<file path="src/rtl/dfa_ctx_sched.sv">
// dfa_ctx_sched: round-robin time-multiplexer of one combinational DFA engine across NCH symbol streams
//   clk, rst                 clock, synchronous active-high reset
//   req_valid/req_sym        per-channel symbol offers; req_ready one-hot grant
//   ch_clear                 per-channel context restart (beats a same-channel grant)
//   dfa_state_o/dfa_sym_o    granted channel context and symbol to the engine (0 when idle)
//   dfa_next_i/dfa_accept_i  engine result, written back at the next posedge
//   match_valid/match_ch     registered pulse and channel of an accepting transition
//   match_count              saturating count of accepting transitions
module dfa_ctx_sched #(
  parameter int NCH = 4,
  parameter int SW = 2,
  parameter int STW = 3,
  parameter logic [STW-1:0] START_STATE = '0,
  parameter int CW = 16
) (
  input  logic                     clk,
  input  logic                     rst,
  input  logic [NCH-1:0]           req_valid,
  input  logic [NCH*SW-1:0]        req_sym,
  output logic [NCH-1:0]           req_ready,
  input  logic [NCH-1:0]           ch_clear,
  output logic [STW-1:0]           dfa_state_o,
  output logic [SW-1:0]            dfa_sym_o,
  input  logic [STW-1:0]           dfa_next_i,
  input  logic                     dfa_accept_i,
  output logic                     match_valid,
  output logic [$clog2(NCH)-1:0]   match_ch,
  output logic [CW-1:0]            match_count
);
  localparam int PW = $clog2(NCH);
  logic [STW-1:0] ctx_q [NCH];
  logic [STW-1:0] ctx_d [NCH];
  logic [PW-1:0]  rr_q, rr_d, mc_q, mc_d, gidx;
  logic           mv_q, mv_d, gv;
  logic [CW-1:0]  cnt_q, cnt_d;
  logic [NCH-1:0] elig;
  int             idx;
  assign elig = req_valid & ~ch_clear & {NCH{~rst}};
  // Scan downward so the last hit is the nearest eligible channel at or after rr_q.
  always_comb begin
    gv = 1'b0;
    gidx = '0;
    idx = 0;
    for (int k = NCH - 1; k >= 0; k--) begin
      idx = (int'(rr_q) + k) % NCH;
      if (elig[PW'(idx)]) begin
        gv = 1'b1;
        gidx = PW'(idx);
      end
    end
  end
  always_comb begin
    req_ready = gv ? NCH'(1) << gidx : '0;
    dfa_state_o = gv ? ctx_q[gidx] : '0;
    dfa_sym_o = gv ? req_sym[gidx*SW +: SW] : '0;
    match_valid = mv_q;
    match_ch = mc_q;
    match_count = cnt_q;
  end
  // Clears are applied after the write-back; a cleared channel is never granted anyway.
  always_comb begin
    ctx_d = ctx_q;
    if (gv) ctx_d[gidx] = dfa_next_i;
    for (int i = 0; i < NCH; i++) if (ch_clear[i]) ctx_d[i] = START_STATE;
    rr_d = gv ? PW'((int'(gidx) + 1) % NCH) : rr_q;
    mv_d = gv & dfa_accept_i;
    mc_d = gv ? gidx : mc_q;
    cnt_d = (mv_d && cnt_q != {CW{1'b1}}) ? cnt_q + 1'b1 : cnt_q;
  end
  always_ff @(posedge clk) begin
    if (rst) begin
      ctx_q <= '{default: START_STATE};
      rr_q <= '0;
      mv_q <= 1'b0;
      mc_q <= '0;
      cnt_q <= '0;
    end else begin
      ctx_q <= ctx_d;
      rr_q <= rr_d;
      mv_q <= mv_d;
      mc_q <= mc_d;
      cnt_q <= cnt_d;
    end
  end
endmodule

</file>
<file path="config.mk">
export PLATFORM = sky130hd
export DESIGN_NAME = dfa_ctx_sched
export DESIGN_NICKNAME = d
export VERILOG_FILES = /design/src/rtl/dfa_ctx_sched.sv
export SDC_FILE = /design/constraint.sdc
export NUM_CORES = 1
export LEC_CHECK = 0
export CAP_MARGIN = 10
export CORE_ASPECT_RATIO = 0.9
export CORE_MARGIN = 3
export CORE_UTILIZATION = 48
export CTS_BUF_LIST = sky130_fd_sc_hd__clkbuf_16
export CTS_CLUSTER_DIAMETER = 80
export DETAILED_ROUTE_END_ITERATION = 8
export PLACE_DENSITY = 0.8
export SYNTH_ARGS = -nofsm -noshare
export SYNTH_HDL_FRONTEND = slang
export SYNTH_SLANG_ARGS = --single-unit
</file>
<file path="constraint.sdc">
create_clock -name clk -period 3.3 [get_ports clk]
set_clock_uncertainty 0.15 [all_clocks]
set_input_delay 0.66 -clock clk [delete_from_list [all_inputs] [get_ports clk]]
set_output_delay 0.66 -clock clk [all_outputs]
set_load 0.05 [all_outputs]
</file>
==> impl_metrics.json <==
{
  "path_clk_slew_ns": 0.05,
  "fp.dieW_microns": 71.1,
  "wl_met3_microns": 356,
  "grt_pass1_wl_microns": 8250,
  "drive_gt1_share_pct": 22.3,
  "ctsHtreeMaxLevel": 2,
  "io_pins": 50,
  "wl_met1_microns": 2390,
  "worstMarginPinSlew_ns": 0.610,
  "critPathMaxFanout": 5,
  "dr_total_vias": 1807,
  "n_fill_cell": 223,
  "holdPathEnd": "match_ch[1]$_SDFFE_PP0P_",
  "dieArea_sq_um": 4600,
  "root_buffer": "clkbuf_16",
  "place_area_sq_um": 2560,
  "p_leak_nw": 1.25,
  "clock_latency_ns": 0.27,
  "ys_async_sr_fraction_pct": 0,
  "cts_hold_buf": 0,
  "drt-total-wl_microns": 5530,
  "critPathLaunchType": "input pin",
  "ant_nets": 0,
  "drtPass1Iterations": 4,
  "ys_ff_latch": 33,
  "overflow": 0,
  "postLayoutCellArea_sq_um": 2830,
  "rows": 20,
  "max_stage_delay_ns": 0.56,
  "clock.fmax_ghz": 0.307,
  "hp-class": "register to register",
  "synth_common_cells": "dfxtp_1 (33), mux2i_1 (26), nor3_1 (15), nand2_1 (14), nor2_1 (11)",
  "synth-edff-count": 0,
  "dr.max_layer_used": "met4",
  "critPathBufInv": 3,
  "r2r-start": "rr_q[0]$_SDFFE_PP0P_",
  "timing.rr.end": "ctx_q[9]$_SDFFE_PP0P_",
  "fin_hold_ws_ns": 0.307,
  "syn_area_sq_um": 1830,
  "path_delay_family": "buffers and inverters",
  "clockBufferDepth": 2,
  "viasPerCell": 5.68,
  "cap_violations": 0,
  "rrSetupSlack_ns": 1.03,
  "crit_required_ns": 2.49,
  "syn_to_final_growth_pct": 54.5,
  "fp.dieH_microns": 64.6,
  "grt.total_usage_pct": 22.6,
  "dp_hpwl_microns": 3660,
  "grt_pass1_vias": 1699,
  "place.gp.congestion": 0.858,
  "power_density_nw_per_um2": 368,
  "setup_viol": 0,
  "peakVddDrop_v": 0.000366,
  "antenna_found_initial": 0,
  "drt_iter0_markers": 125,
  "port_buffers": 49,
  "yosysSeqAreaShare_pct": 36.0,
  "wl_met2_microns": 2660,
  "avgSynthCellArea_sq_um": 9.03,
  "syn_nets": 230,
  "ys_warn_count": 0,
  "hold_path_depth": 2,
  "post-route-period-util_pct": 98.7,
  "clock_sinks": 33,
  "antenna_cells": 0,
  "max_slew_margin_pct": 59.0,
  "arrival_ns": 2.45,
  "cts_made_buffers": 5,
  "fp.coreArea_sq_um": 3530,
  "synth_top_area_cell": "dfxtp_1",
  "synth_cells": 203,
  "dpl_worst_slack_ns": -0.135,
  "synth_top_area_share_pct": 36.0,
  "synthTopCellsByArea": "dfxtp_1 (36%), mux2i_1 (14%), nor3_1 (4.1%)",
  "fin_nets": 301,
  "drc": 0,
  "reg2reg_depth": 9,
  "synthDistinctLibCells": 43,
  "critical-path-slowest-cell": "clkdlybuf4s50_1",
  "slew_viol_final": 0,
  "ys.flop_type": "dfxtp_1",
  "cp.depth": 7,
  "timing_hold_violations_final": 0,
  "crit_start": "req_valid[2]",
  "start_util_pct": 52.0,
  "grt_max_degree": 18,
  "status": "finished clean",
  "critPathCaptureType": "output pin",
  "cts_tree": "yes",
  "yosysMostFrequentCell": "dfxtp_1",
  "crit_type": "input pin to output pin",
  "min_period_ns": 3.26,
  "min_from": "match_ch[1]$_SDFFE_PP0P_",
  "wl_per_cell_microns": 17.4,
  "path_cells": "clkdlybuf4s50_1 > nand2b_4 > a221o_1 > buf_6 > mux2i_2 > mux2i_1 > bufbuf_16",
  "setup_slack_ns": 0.0439
}
[per-stage QoR]
step	std cells	power [mW]	utilization, %	TNS, ns
3_3_place_gp	307	0.601	72.6	-0.487
5_1_grt	318	1.08	80.2	-0.0600
3_5_place_dp	307	0.604	72.6	-0.901
4_1_cts	315	1.03	78.0	-0.00136
2_1_floorplan	203	0.513	-	-0.158
6_report	318	1.04	80.2	0
[worst register-to-register path, cell delays in order (launching register included)]
cell and delay [ns]:
dfxtp_1 0.40, nor2b_1 0.25, o21ai_1 0.10, a221o_1 0.38
buf_2 0.18, ha_1 0.19, nand2_1 0.07, buf_4 0.14
mux2i_1 0.08, nor3_1 0.22
[logic make-up after synthesis]
logic type | share of synthesized area, %
simple gates | 26.1
flops | 36.0
compound gates | 11.5
mux | 14.2
buf+inv | 4.37
xor+xnor | 4.30
fa+ha+maj | 3.41
[layout by cell type (no fill, tap or decap), drive strengths merged, types with 4 or more instances in the layout]
master,instances
a21oi,11
and2,7
buf,31
clkbuf,5
clkdlybuf4s50,32
dfxtp,33
dlymetal6s2s,6
ha,5
inv,10
mux2i,26
nand2,14
nand2b,4
nand3,4
nand4,6
nor2,11
nor2b,4
nor3,15
o21ai,9
or3,6
xnor2,5
xor2,4
[power breakdown]
| group | switching (mW) | internal [mW] | total [mW] |
|---|---|---|---|
| Sequential | 0.00642 | 0.406 | 0.413 |
| Combinational | 0.108 | 0.0985 | 0.207 |
| Clock | 0.154 | 0.269 | 0.423 |
| Total | 0.269 | 0.774 | 1.04 |
[worst max-delay path by stage]
| stage | endpoint | slack [ns] |
|---|---|---|
| 6_report | dfa_state_o[0] | 0.04 |
| 5_1_grt | dfa_state_o[2] | -0.04 |
| 4_1_cts | dfa_state_o[0] | -0.001 |
| 3_5_place_dp | dfa_state_o[0] | -0.14 |
| 3_3_place_gp | dfa_state_o[2] | -0.08 |
| 2_1_floorplan | dfa_state_o[0] | -0.05 |
[final cells by class]
type / count / area [sq um] / share of cell area [%]
Clock inverter: 2 / 7.51 / 0.265
Timing Repair Buffer: 72 / 767 / 27.1
Tap cell: 44 / 55.1 / 1.94
Sequential cell: 33 / 661 / 23.3
Clock buffer: 5 / 125 / 4.42
Multi-Input combinational cell: 153 / 1180 / 41.6
Inverter: 9 / 38.8 / 1.37
[per-layer routing]
layer	track usage, %	vias up
li1	-	881
met1	30.8	847
met2	34.6	67
met3	6.05	12
met4	7.28	0
met5	0	-
[state kept, by name, summed over array words and instances (netlist names)]
name / count
ctx_q: 12
match_ch: 2
match_count: 16
match_valid: 1
rr_q: 2
[repair_timing]
action / in CTS / in global routing
resized for setup: 13 / 13
setup endpoints to repair: 9 / 8
pin swaps: 0 / 4
cloned: 0 / 2
buffers inserted: 1 / 1
Note: power is estimated with default switching activity, not from simulation.
